--- config.mk ---
export PLATFORM = sky130hd
export DESIGN_NAME = pwm_peripheral
export DESIGN_NICKNAME = d
export VERILOG_FILES = /design/src/rtl/pwm_pkg.sv /design/src/rtl/pwm_prescaler.sv /design/src/rtl/pwm_peripheral.sv
export SDC_FILE = /design/constraint.sdc
export NUM_CORES = 1
export LEC_CHECK = 0
export CORE_MARGIN = 10
export CORE_UTILIZATION = 47
export DETAILED_ROUTE_END_ITERATION = 10
export PLACE_DENSITY_LB_ADDON = 0.1
export SLEW_MARGIN = 30
export SYNTH_ARGS = -nofsm -noshare
export SYNTH_HDL_FRONTEND = slang
export SYNTH_SLANG_ARGS = --single-unit
--- constraint.sdc ---
create_clock -name clk -period 3.55 [get_ports clk]
set_input_delay 0.5325 -clock clk [delete_from_list [all_inputs] [get_ports clk]]
set_output_delay 0.5325 -clock clk [all_outputs]
set_load 0.02 [all_outputs]
--- src/rtl/pwm_pkg.sv ---
// rtl/pwm_pkg.sv - shared constants for the PWM peripheral
package pwm_pkg;

    localparam int CLK_DIV_DEFAULT = 13;
    localparam int CNT_W_DEFAULT   = 8;
    localparam logic [7:0] DUTY_FULL = 8'hFF;
    localparam int NUM_CH          = 16;

endpackage : pwm_pkg

--- src/rtl/pwm_prescaler.sv ---
// rtl/pwm_prescaler.sv - divides clk down to a one-cycle PWM tick
module pwm_prescaler #(
    parameter int CLK_DIV = 13
) (
    input  logic clk,
    input  logic rst,
    output logic tick
);

    // A single-cycle divider still needs a one-bit register to stay legal.
    localparam int PW = (CLK_DIV > 1) ? $clog2(CLK_DIV) : 1;
    localparam logic [PW-1:0] LAST = PW'(CLK_DIV - 1);

    logic [PW-1:0] cnt_q;
    logic [PW-1:0] cnt_d;

    // Tick on the last count, then fold back to zero.
    always_comb begin
        tick  = (cnt_q == LAST);
        cnt_d = tick ? '0 : cnt_q + PW'(1);
    end

    // Divider state register.
    always_ff @(posedge clk) begin
        if (rst) begin
            cnt_q <= '0;
        end else begin
            cnt_q <= cnt_d;
        end
    end

endmodule : pwm_prescaler

--- src/rtl/pwm_peripheral.sv ---
// rtl/pwm_peripheral.sv - 16-channel PWM with shared counter and shadowed duty
module pwm_peripheral
    import pwm_pkg::*;
#(
    parameter int CLK_DIV = CLK_DIV_DEFAULT,
    parameter int CNT_W   = CNT_W_DEFAULT
) (
    input  logic              clk,
    input  logic              rst,
    input  logic [7:0]        en_reg_out_7_0,
    input  logic [7:0]        en_reg_out_15_8,
    input  logic [7:0]        en_reg_pwm_7_0,
    input  logic [7:0]        en_reg_pwm_15_8,
    input  logic [7:0]        pwm_duty_cycle,
    output logic [NUM_CH-1:0] out,
    output logic              period_start
);

    // Compare width covers both the counter and the 8-bit duty value.
    localparam int CMP_W = (CNT_W > 8) ? CNT_W : 8;

    logic              tick;
    logic              wrap;
    logic              pwm_sig;
    logic [CNT_W-1:0]  cnt_q;
    logic [CNT_W-1:0]  cnt_d;
    logic [7:0]        shadow_q;
    logic [7:0]        shadow_d;
    logic              period_start_q;
    logic              period_start_d;
    logic [NUM_CH-1:0] out_q;
    logic [NUM_CH-1:0] out_d;
    logic [NUM_CH-1:0] en_out;
    logic [NUM_CH-1:0] en_pwm;
    logic [CMP_W-1:0]  cmp_cnt;
    logic [CMP_W-1:0]  cmp_shadow;

    pwm_prescaler #(
        .CLK_DIV (CLK_DIV)
    ) u_prescaler (
        .clk  (clk),
        .rst  (rst),
        .tick (tick)
    );

    // Counter advance, period boundary, duty reload and per-channel output select.
    always_comb begin
        wrap           = tick && (cnt_q == {CNT_W{1'b1}});
        cnt_d          = tick ? cnt_q + CNT_W'(1) : cnt_q;
        period_start_d = wrap;
        // Duty only changes at the wrap so a period is never cut short or stretched.
        shadow_d       = wrap ? pwm_duty_cycle : shadow_q;
        cmp_cnt        = CMP_W'(cnt_q);
        cmp_shadow     = CMP_W'(shadow_q);
        pwm_sig        = (shadow_q == DUTY_FULL) || (cmp_cnt < cmp_shadow);
        en_out         = {en_reg_out_15_8, en_reg_out_7_0};
        en_pwm         = {en_reg_pwm_15_8, en_reg_pwm_7_0};
        out_d          = en_out & (~en_pwm | {NUM_CH{pwm_sig}});
    end

    // All state registers; outputs are registered so no input reaches out combinationally.
    always_ff @(posedge clk) begin
        if (rst) begin
            cnt_q          <= '0;
            shadow_q       <= '0;
            period_start_q <= 1'b0;
            out_q          <= '0;
        end else begin
            cnt_q          <= cnt_d;
            shadow_q       <= shadow_d;
            period_start_q <= period_start_d;
            out_q          <= out_d;
        end
    end

    assign out          = out_q;
    assign period_start = period_start_q;

endmodule : pwm_peripheral

==> qor.txt, run 1 <==
Crit Path Max Fanout - 9
Input/output buffers - 58
Layout Cells excl Fill - 270
Synthesized area - 1585 sq um
Core area - 3284 sq um
DP Worst Slack - 1.315 ns
Part of the power in combinational logic - 11.4%
Sequential share of power - 51.3%
Post-CTS sizing - 0
Final Util - 69.90%
Final Hold Viols - 0
Setup TNS - 0 ns
Flop and latch count out of synthesis - 37
Net Sw Power - 0.1825 mW
Sw Share - 21.79%
Worst Hold Class - reg -> reg
Syn_area_per_cell - 9.666 sq um
Worst slew margin - 57.24%
Multi-input logic area - 783.3 sq um
Clock insertion delay at the later pin of the skew report - 0.35 ns
Worst r2r src - u_prescaler.cnt_q[0]
Synth top area share - 46.72%
Post-Layout Inst Area - 2296 sq um
Status - completed
Minimum clock period - 1.943 ns
First drt pass iteration count - 4
Synth Instances - 164
Period utilization - 54.72%
Root Buffer - clkbuf_4
Final WS setup - 1.607 ns
Sequential Area - 740.7 sq um
Post-synth EDFFs - 0
Clock-pin slew on the worst setup and hold paths - 0.11 ns
WHS - 0.4993 ns
Setup Fix Bufs, Post-CTS - 0
Power Internal - 0.6551 mW
Post-Place Cell Area - 2196 sq um
DR vias - 1304
Sequential-to-total area share from yosys stat - 46.72%
CTS Buffer Depth - 2
Predominant post-synthesis flop cell - dfxtp_1
DP Cell Count - 262
Critical Path AT - 2.17 ns
Die area - 6096 sq um
Worst vdd ir - 0.2299 mV
Post-synth ARST share - 0%
Fin Clk Skew - 0.006285 ns
Die W - 78.08 um
Worst setup path startpoint - u_prescaler.cnt_q[0]
Synth top area cells - dfxtp_1, ha_1, a21oi_1, nand2b_1, mux2i_1
GP Congestion - 0.7340
CP startpoint kind - register
Worst slew pin tran - 0.6414 ns
Layout cells sized above 1 - 6.696%
Grt ovf - 0
Final nets - 275
Number of hold buffers added after CTS - 0
First-pass GRT wire length - 6230 um
Maximum clock frequency - 514.8 MHz
First-iteration detailed-routing DRC count - 54
TritonCTS clock tree - built
Vias per cell - 4.830
Synth Warn # - 0
Die Height - 78.08 um
Post-DR wirelength/cell - 13.84 um
Synth area leader - dfxtp_1
# DRC - 0
Req. time, crit path - 3.78 ns
Clock power frac - 37.3%
Synth cell types - 30
Startpoint of the worst hold path - u_prescaler.cnt_q[0]
TritonCTS Buffers - 5
Aggregate global-route resource usage - 12.93%
Total number of H-tree levels - 2
Lkg Pwr - 0.9084 nW
Layout area overhead - 44.83%
RSZ-0062 raised after global routing - no
Syn nets - 216
Pwr Density - 364.8 nW/um^2
Vias in the first global route - 1365
Initial antenna violation count - 0
# setup viols final - 0
CTS sink count - 37
ANT cells - 0
Final wirelength - 3736 um
FILL cells - 277
Overall power - 0.8376 mW
Initial Util - 48.27%
Num rows - 21
Number of max-cap violations - 0
Hpwl dp - 3034 um
Crit end category - register
Fin. max-slew vios - 0
I/O pins - 59
Largest net degree at the start of global routing - 24
Kind of critical path - reg -> reg
Antenna-violating nets left - 0
layout by cell type (no fill, tap or decap), drive strengths merged:
master / netlist / layout
a21oi: 21 / 21
clkinvlp: 0 / 1
xnor2: 5 / 5
o21a: 1 / 1
dfxtp: 37 / 37
a41o: 1 / 1
a21o: 1 / 1
nand2b: 17 / 17
and3: 2 / 2
xor2: 2 / 2
ha: 10 / 10
bufinv: 0 / 1
or4: 1 / 1
o32ai: 1 / 1
a2111oi: 1 / 1
and4: 3 / 3
inv: 10 / 10
or3: 1 / 1
nor3: 3 / 3
mux2i: 8 / 8
buf: 2 / 1
nand4: 3 / 3
nor3b: 2 / 2
nor2: 17 / 17
clkbuf: 5 / 6
nand3: 4 / 4
clkdlybuf4s50: 0 / 58
o21ai: 3 / 3
nand2: 3 / 3
path summary, 6_finish.rpt:
check | endpoint | slack [ns] | depth (start not counted)
worst max-delay path | cmp_shadow[3] | 1.61 | 6
worst min-delay path | u_prescaler.cnt_q[0] | 0.50 | 1
worst max register to register | cmp_shadow[3] | 1.61 | 6
worst min register to register | u_prescaler.cnt_q[0] | 0.50 | 1
synthesized netlist by cell type (2+ instances only):
library cell,n
nor3_1,3
nand2_1,3
nor2_1,17
nand3_1,4
inv_1,10
nand2b_1,16
and4_1,2
nand4_1,3
xnor2_1,5
ha_1,10
xor2_1,2
nor3b_1,2
dfxtp_1,37
mux2i_1,8
a21oi_1,21
and3_1,2
o21ai_0,2
clkbuf_1,5
routing by layer:
metal  part of all wire [%]  global-route usage [%]
met1                     38                   11.80
met3                     13                   9.226
met2                     47                   21.46
met4                    1.6                   5.914
met5                      0                       0
registers in the layout (all words and copies together), names as in the netlist:
| signal | flops |
|---|---|
| out | 16 |
| cmp_cnt | 8 |
| cmp_shadow | 8 |
| u_prescaler.cnt_q | 4 |
| period_start | 1 |
layout make-up:
type,instances,area share [%]
flip-flops and latches,37,32.26
inverters,10,1.635
clock buffers,6,2.234
clock inverters,2,1.635
well taps,46,2.507
multi-input cells,110,34.11
repair buffers,59,25.61
cell families after synthesis:
group                      share of synthesized area (%)
and+or+nand+nor                                    19.65
DFF                                                46.72
AOI/OAI and AO/OA                                  12.23
buffers and inverters                              4.578
adders and majority gates                          7.893
muxes                                              5.052
xor gates and xnor gates                           3.867
power by group through the flow:
stage	Clock (mW)	Combinational [mW]	Sequential, mW
2_1_floorplan	0	0.0216	0.448
4_1_cts	0.322	0.0967	0.430
6_report	0.313	0.0953	0.430
3_3_place_gp	0	0.0937	0.439
3_5_place_dp	0	0.0963	0.439
5_1_grt	0.340	0.103	0.431
worst max-delay path, cell delays in order, from the launching register on:
cell     delay [ns]
dfxtp_1        0.35
inv_1          0.08
ha_1           0.21
and4_1         0.30
nand4_1        0.51
mux2i_1        0.32
nor2_1         0.06
(Power assumes the default switching activity.)
==> inputs of run 2 (changes only) <==
--- a/config.mk
+++ b/config.mk
@@ -6,7 +6,7 @@
 export NUM_CORES = 1
 export LEC_CHECK = 0
 export CORE_MARGIN = 10
-export CORE_UTILIZATION = 47
+export CORE_UTILIZATION = 39
 export DETAILED_ROUTE_END_ITERATION = 10
 export PLACE_DENSITY_LB_ADDON = 0.1
 export SLEW_MARGIN = 30
==> constraint.sdc (replaced) <==
create_clock -name clk -period 1.7 [get_ports clk]
set_input_delay 0.255 -clock clk [delete_from_list [all_inputs] [get_ports clk]]
set_output_delay 0.255 -clock clk [all_outputs]
set_load 0.02 [all_outputs]
==> qor.txt, run 2 (synthesis gave the netlist of run 1 again) <==
Critical Path AT - 1.87 ns (-0.30 ns)
Die Height - 83.76 um (+7.3%)
Req. time, crit path - 1.88 ns (-1.90 ns)
Final wirelength - 4358 um (+17%)
Vias per cell - 4.882 (+1.1%)
Worst slew pin tran - 0.3410 ns (-0.3004 ns)
Minimum clock period - 1.693 ns (-0.2496 ns)
Status - completed
Startpoint of the worst hold path - u_prescaler.cnt_q[0]
RSZ-0062 raised after global routing - yes
GRT busiest layer - met2
Final WS setup - 0.006994 ns (-1.600 ns)
Crit end category - register
Clock-pin slew on the worst setup and hold paths - 0.07 ns (-0.04 ns)
DP Worst Slack - 0.01088 ns (-1.304 ns)
Number of hold buffers added after CTS - 0 (unchanged)
Met1 Use GR - 11.73% (-0.079 points)
Final Hold Viols - 0 (unchanged)
Crit path cell chain - inv_1 -> ha_4 -> and4_4 -> o21ai_2 -> o32ai_4 -> clkbuf_16 -> a21oi_1
Input/output buffers - 58 (unchanged)
First-pass GRT wire length - 6906 um (+11%)
I/O pins - 59 (unchanged)
Antenna-violating nets left - 0 (unchanged)
Most frequent cells in the layout - clkdlybuf4s50_1, dfxtp_1, a21oi_1
First-iteration detailed-routing DRC count - 31 (-43%)
Period utilization - 99.59% (+45 points)
Worst slew margin - 77.27% (+20 points)
Crit Path Max Fanout - 8 (-1)
Number of max-cap violations - 0 (unchanged)
TritonCTS clock tree - built
Maximum clock frequency - 590.7 MHz (+15%)
TritonCTS Buffers - 5 (unchanged)
Total number of H-tree levels - 2 (unchanged)
FILL cells - 332 (+20%)
Root Buffer - clkbuf_8
Crit-path leading delay family - compound AO/OA/AOI/OAI gates
Fin. max-slew vios - 0 (unchanged)
Die W - 83.76 um (+7.3%)
Largest net degree at the start of global routing - 38 (+58%)
Crit-path max cell delay - 0.37 ns (-0.14 ns)
Final nets - 281 (+2.2%)
GP Congestion - 0.7054 (-3.9%)
CP startpoint kind - register
Core area - 3971 sq um (+21%)
CTS Buffer Depth - 2 (unchanged)
Hpwl dp - 3205 um (+5.6%)
Largest register FFs - 16 (unchanged)
Initial Util - 39.92% (-8.3 points)
R2R setup slack - 0.007 ns (-1.60 ns)
Pwr Density - 700.5 nW/um^2 (+92%)
Clock insertion delay at the later pin of the skew report - 0.28 ns (-0.07 ns)
Hold Path End - u_prescaler.cnt_q[0]
ANT cells - 0 (unchanged)
DR vias - 1362 (+4.4%)
Lkg Pwr - 0.9771 nW (+7.6%)
Fin Clk Skew - 0.005698 ns (-0.0005867 ns)
Worst Hold Class - reg -> reg
WHS Path Cells - 1 (unchanged)
Grt ovf - 0 (unchanged)
# setup viols final - 0 (unchanged)
# DRC - 0 (unchanged)
Most common cell after layout, fill and taps aside - clkdlybuf4s50_1
Worst r2r src - cmp_shadow[7]
Kind of critical path - reg -> reg
CTS sink count - 37 (unchanged)
Worst reg2reg path endpoint - out[4]
Layout cells sized above 1 - 15.72% (+9.0 points)
Met3 usage - 7.813% (-1.4 points)
First drt pass iteration count - 4 (unchanged)
Layout area overhead - 55.01%
Aggregate global-route resource usage - 11.93% (-1.0 points)
Worst vdd ir - 0.4427 mV (+93%)
Critical path's slowest cell - o32ai_4
Vias in the first global route - 1491 (+9.2%)
Die area - 7015 sq um (+15%)
Met2 usage in global routing - 20.07% (-1.4 points)
Buf+Inv Stages, Crit Path - 2 (+1)
Initial antenna violation count - 0 (unchanged)
WHS - 0.4419 ns (-0.05736 ns)
R2R cell count - 7 (+1)
Post-DR wirelength/cell - 15.62 um (+13%)
Num rows - 23 (+9.5%)
run 2: cell types whose count changed in the layout (fill, tap and decap cells not counted), moves of 2 or more:
cell | previous run | this run
dfxtp_1 | 37 | 28
dfxtp_2 | 0 | 9
clkbuf_4 | 5 | 0
clkbuf_8 | 1 | 6
buf_12 | 0 | 3
ha_1 | 10 | 7
ha_4 | 0 | 3
and4_4 | 0 | 2
buf_4 | 1 | 3
inv_1 | 10 | 8
inv_2 | 0 | 2
run 2: what timing repair did:
item / 4_1_cts / 5_1_grt
resized for setup: 1 / 18
setup buffers: 0 / 1
cloned: 0 / 1
hold endpoints to repair: 0 / 0
pin swaps: 0 / 2
endpoints found under the setup margin: 1 / 22
run 2: area by class of cell:
| type | instances | area, sq um | share of cell area, % |
|---|---|---|---|
| sequential | 37 | 752.0 | 30.60 |
| clock buffer | 7 | 86.33 | 3.513 |
| inverter | 10 | 37.54 | 1.527 |
| multi-input combinational | 110 | 830.8 | 33.81 |
| timing repair buffer | 65 | 688.2 | 28.00 |
| tap | 50 | 62.56 | 2.546 |
run 2: routing by layer:
metal | up-vias | routed length, um
li1 | 688 | -
met1 | 632 | 1719
met2 | 38 | 2182
met3 | 4 | 419
met4 | 0 | 36
met5 | - | 0
run 2: worst max path at each step:
stage / startpoint / to / depth (start not counted)
finish: cmp_shadow[7] / out[4] / 7
global route: cmp_shadow[7] / out[4] / 7
CTS: cmp_shadow[6] / out[0] / 7
detailed placement: cmp_shadow[5] / out[10] / 7
global placement: cmp_shadow[6] / out[8] / 7
floorplan: cmp_shadow[7] / out[10] / 7
run 2: report_power, final:
part	internal [mW]	total, mW	switching, mW
logic	0.134	0.205	0.0709
clock network	0.322	0.618	0.296
registers	0.888	0.898	0.00998
run 2: worst reg2reg max path, stage by stage, from the launching register on:
cell and delay [ns]:
dfxtp_2 0.32, inv_1 0.06, ha_4 0.28, and4_4 0.21, o21ai_2 0.06, o32ai_4 0.37
clkbuf_16 0.23, a21oi_1 0.06
run 2: stage by stage:
step           setup TNS, ns  area (sq um)  utilization, %  std cells  total power, mW
2_1_floorplan              0          1597               -        164           0.9812
3_3_place_gp               0          2280           57.40        270            1.115
3_5_place_dp               0          2280           57.40        270            1.124
4_1_cts                    0          2370           59.67        277            1.736
5_1_grt              -0.3283          2457           61.88        279            1.796
6_report                   0          2457           61.88        279            1.721
==> inputs of run 3 (changes only) <==
--- a/config.mk
+++ b/config.mk
@@ -9,6 +9,7 @@
 export CORE_UTILIZATION = 39
 export DETAILED_ROUTE_END_ITERATION = 10
 export PLACE_DENSITY_LB_ADDON = 0.1
+export SETUP_SLACK_MARGIN = 0.05
 export SLEW_MARGIN = 30
 export SYNTH_ARGS = -nofsm -noshare
 export SYNTH_HDL_FRONTEND = slang
==> qor.txt, run 3 (synthesis gave the netlist of run 1 again) <==
Final WS setup - 0.09154 ns (+0.08454 ns)
Critical Path AT - 1.78 ns (-0.09 ns)
Worst slew margin - 78.25% (+0.98 points)
Most frequent cells in the layout - clkdlybuf4s50_1, dfxtp_1, nor2_1, nand2b_1, a21oi_2
Total number of H-tree levels - 2 (unchanged)
# DRC - 0 (unchanged)
Metal2 WL - 2252 um (+3.2%)
Crit Path Max Fanout - 8 (unchanged)
Most common cell after layout, fill and taps aside - clkdlybuf4s50_1
Worst setup path startpoint - cmp_shadow[5]
Req. time, crit path - 1.87 ns (about the same)
Final nets - 285 (+1.4%)
FILL cells - 326 (-1.8%)
Top Metal Used - met4
First-iteration detailed-routing DRC count - 48 (+55%)
Number of max-cap violations - 0 (unchanged)
Worst Hold Class - reg -> reg
Post-DR wirelength/cell - 15.67 um (+0.31%)
Layout area overhead - 59.35%
Kind of critical path - reg -> reg
Met1 wire length - 1668 um (-3.0%)
Grt ovf - 0 (unchanged)
Vias in the first global route - 1558 (+4.5%)
Core area - 3971 sq um (unchanged)
Die Height - 83.76 um (unchanged)
DR WL met3 - 440 um (+5.0%)
Pwr Density - 684.8 nW/um^2 (-2.2%)
RSZ-0062 raised after global routing - yes
Vias per cell - 4.972 (+1.8%)
Post-Place Cell Area - 2280 sq um (unchanged)
Aggregate global-route resource usage - 13.06% (+1.1 points)
Crit end category - register
Final Hold Viols - 0 (unchanged)
Clock insertion delay at the later pin of the skew report - 0.28 ns (about the same)
Antenna-violating nets left - 0 (unchanged)
Final wirelength - 4434 um (+1.7%)
Critical path's slowest cell - dfxtp_2
Minimum clock period - 1.608 ns (-0.08454 ns)
CTS Buffer Depth - 2 (unchanged)
GP Congestion - 0.7054 (unchanged)
Worst vdd ir - 0.4487 mV (+1.4%)
Worst slew pin tran - 0.3263 ns (-0.01471 ns)
DP Worst Slack - 0.01088 ns (unchanged)
First-pass GRT wire length - 7521 um (+8.9%)
Status - completed
Hpwl dp - 3205 um (unchanged)
Crit-path max cell delay - 0.33 ns (-0.04 ns)
Maximum clock frequency - 621.7 MHz (+5.3%)
Setup TNS - 0 ns (unchanged)
CP startpoint kind - register
Layout cells sized above 1 - 24.46% (+8.7 points)
Die W - 83.76 um (unchanged)
TritonCTS clock tree - built
Sequential Area - 755.7 sq um (+0.50%)
Largest net degree at the start of global routing - 38 (unchanged)
Startpoint of the worst hold path - u_prescaler.cnt_q[0]
Period utilization - 94.62% (-5.0 points)
ANT cells - 0 (unchanged)
Initial antenna violation count - 0 (unchanged)
Fin Clk Skew - 0.006677 ns (+0.0009794 ns)
# setup viols final - 0 (unchanged)
Num rows - 23 (unchanged)
Fin. max-slew vios - 0 (unchanged)
TritonCTS Buffers - 5 (unchanged)
Root Buffer - clkbuf_8
Die area - 7015 sq um (unchanged)
CTS sink count - 37 (unchanged)
Post-Layout Inst Area - 2526 sq um (+2.8%)
First drt pass iteration count - 4 (unchanged)
Clock-pin slew on the worst setup and hold paths - 0.07 ns (about the same)
Multi-input logic area - 888.4 sq um (+6.9%)
Largest register FFs - 16 (unchanged)
Crit path cell chain - inv_2 -> ha_4 -> and4_4 -> o21ai_2 -> o32ai_4 -> buf_6 -> a21oi_2
Worst r2r src - cmp_shadow[5]
DR vias - 1407 (+3.3%)
Initial Util - 39.92% (unchanged)
Input/output buffers - 58 (unchanged)
Lkg Pwr - 0.9864 nW (+0.94%)
Number of hold buffers added after CTS - 0 (unchanged)
I/O pins - 59 (unchanged)
-- run 3: cell types whose count changed in the layout (fill, tap and decap cells not counted), moves of 2 or more --
cell and delta:
a21oi_1 -12, dfxtp_2 +3, buf_6 +2, a21oi_2 +12, dfxtp_1 -3, buf_4 +4
-- run 3: final cells by class --
cell class | count | area share (%)
multi-input combinational | 110 | 35.17
tap | 50 | 2.476
inverter | 10 | 1.486
sequential | 37 | 29.92
clock buffer | 7 | 3.418
timing repair buffer | 69 | 27.54
-- run 3: critical path, delay by kind of cell (launching register included) --
| kind | cells | cell delay, ns |
|---|---|---|
| adders and majority gates | 1 | 0.26 |
| DFF | 1 | 0.33 |
| and+or+nand+nor | 1 | 0.22 |
| buffers and inverters | 2 | 0.24 |
| AOI/OAI and AO/OA | 3 | 0.45 |
-- run 3: report_power, final --
part           switching [mW]  internal (mW)
Clock                   0.296          0.322
Sequential            0.00998          0.888
Combinational          0.0771          0.137
Total                   0.383           1.35
-- run 3: what timing repair did --
item / in CTS / in global routing
setup buffers: 7 / 0
gates resized for setup: 28 / 11
setup endpoints to repair: 16 / 24
cloned: 1 / 0
pin swaps: 4 / 9
-- run 3: through the flow --
step	std cells	hold slack [ns]	utilization (%)	total power, mW
4_1_cts	285	0.4972	64.21	1.741
6_report	283	0.4421	63.61	1.730
3_5_place_dp	270	0.4864	57.40	1.124
5_1_grt	283	0.4559	63.61	1.808
2_1_floorplan	164	0.3428	-	0.9812
3_3_place_gp	270	0.4713	57.40	1.115
-- run 3: worst paths after layout --
path              cells after the start                    to  slack, ns
hold reg to reg                       1  u_prescaler.cnt_q[0]       0.44
setup / recovery                      7                out[0]       0.09
hold / removal                        1  u_prescaler.cnt_q[0]       0.44
setup reg to reg                      7                out[0]       0.09
-- run 3: layer usage --
layer	GRT usage (%)	vias up
met3	7.813	8
met2	21.95	46
met1	13.36	656
met4	3.653	0
met5	0	-
li1	-	697
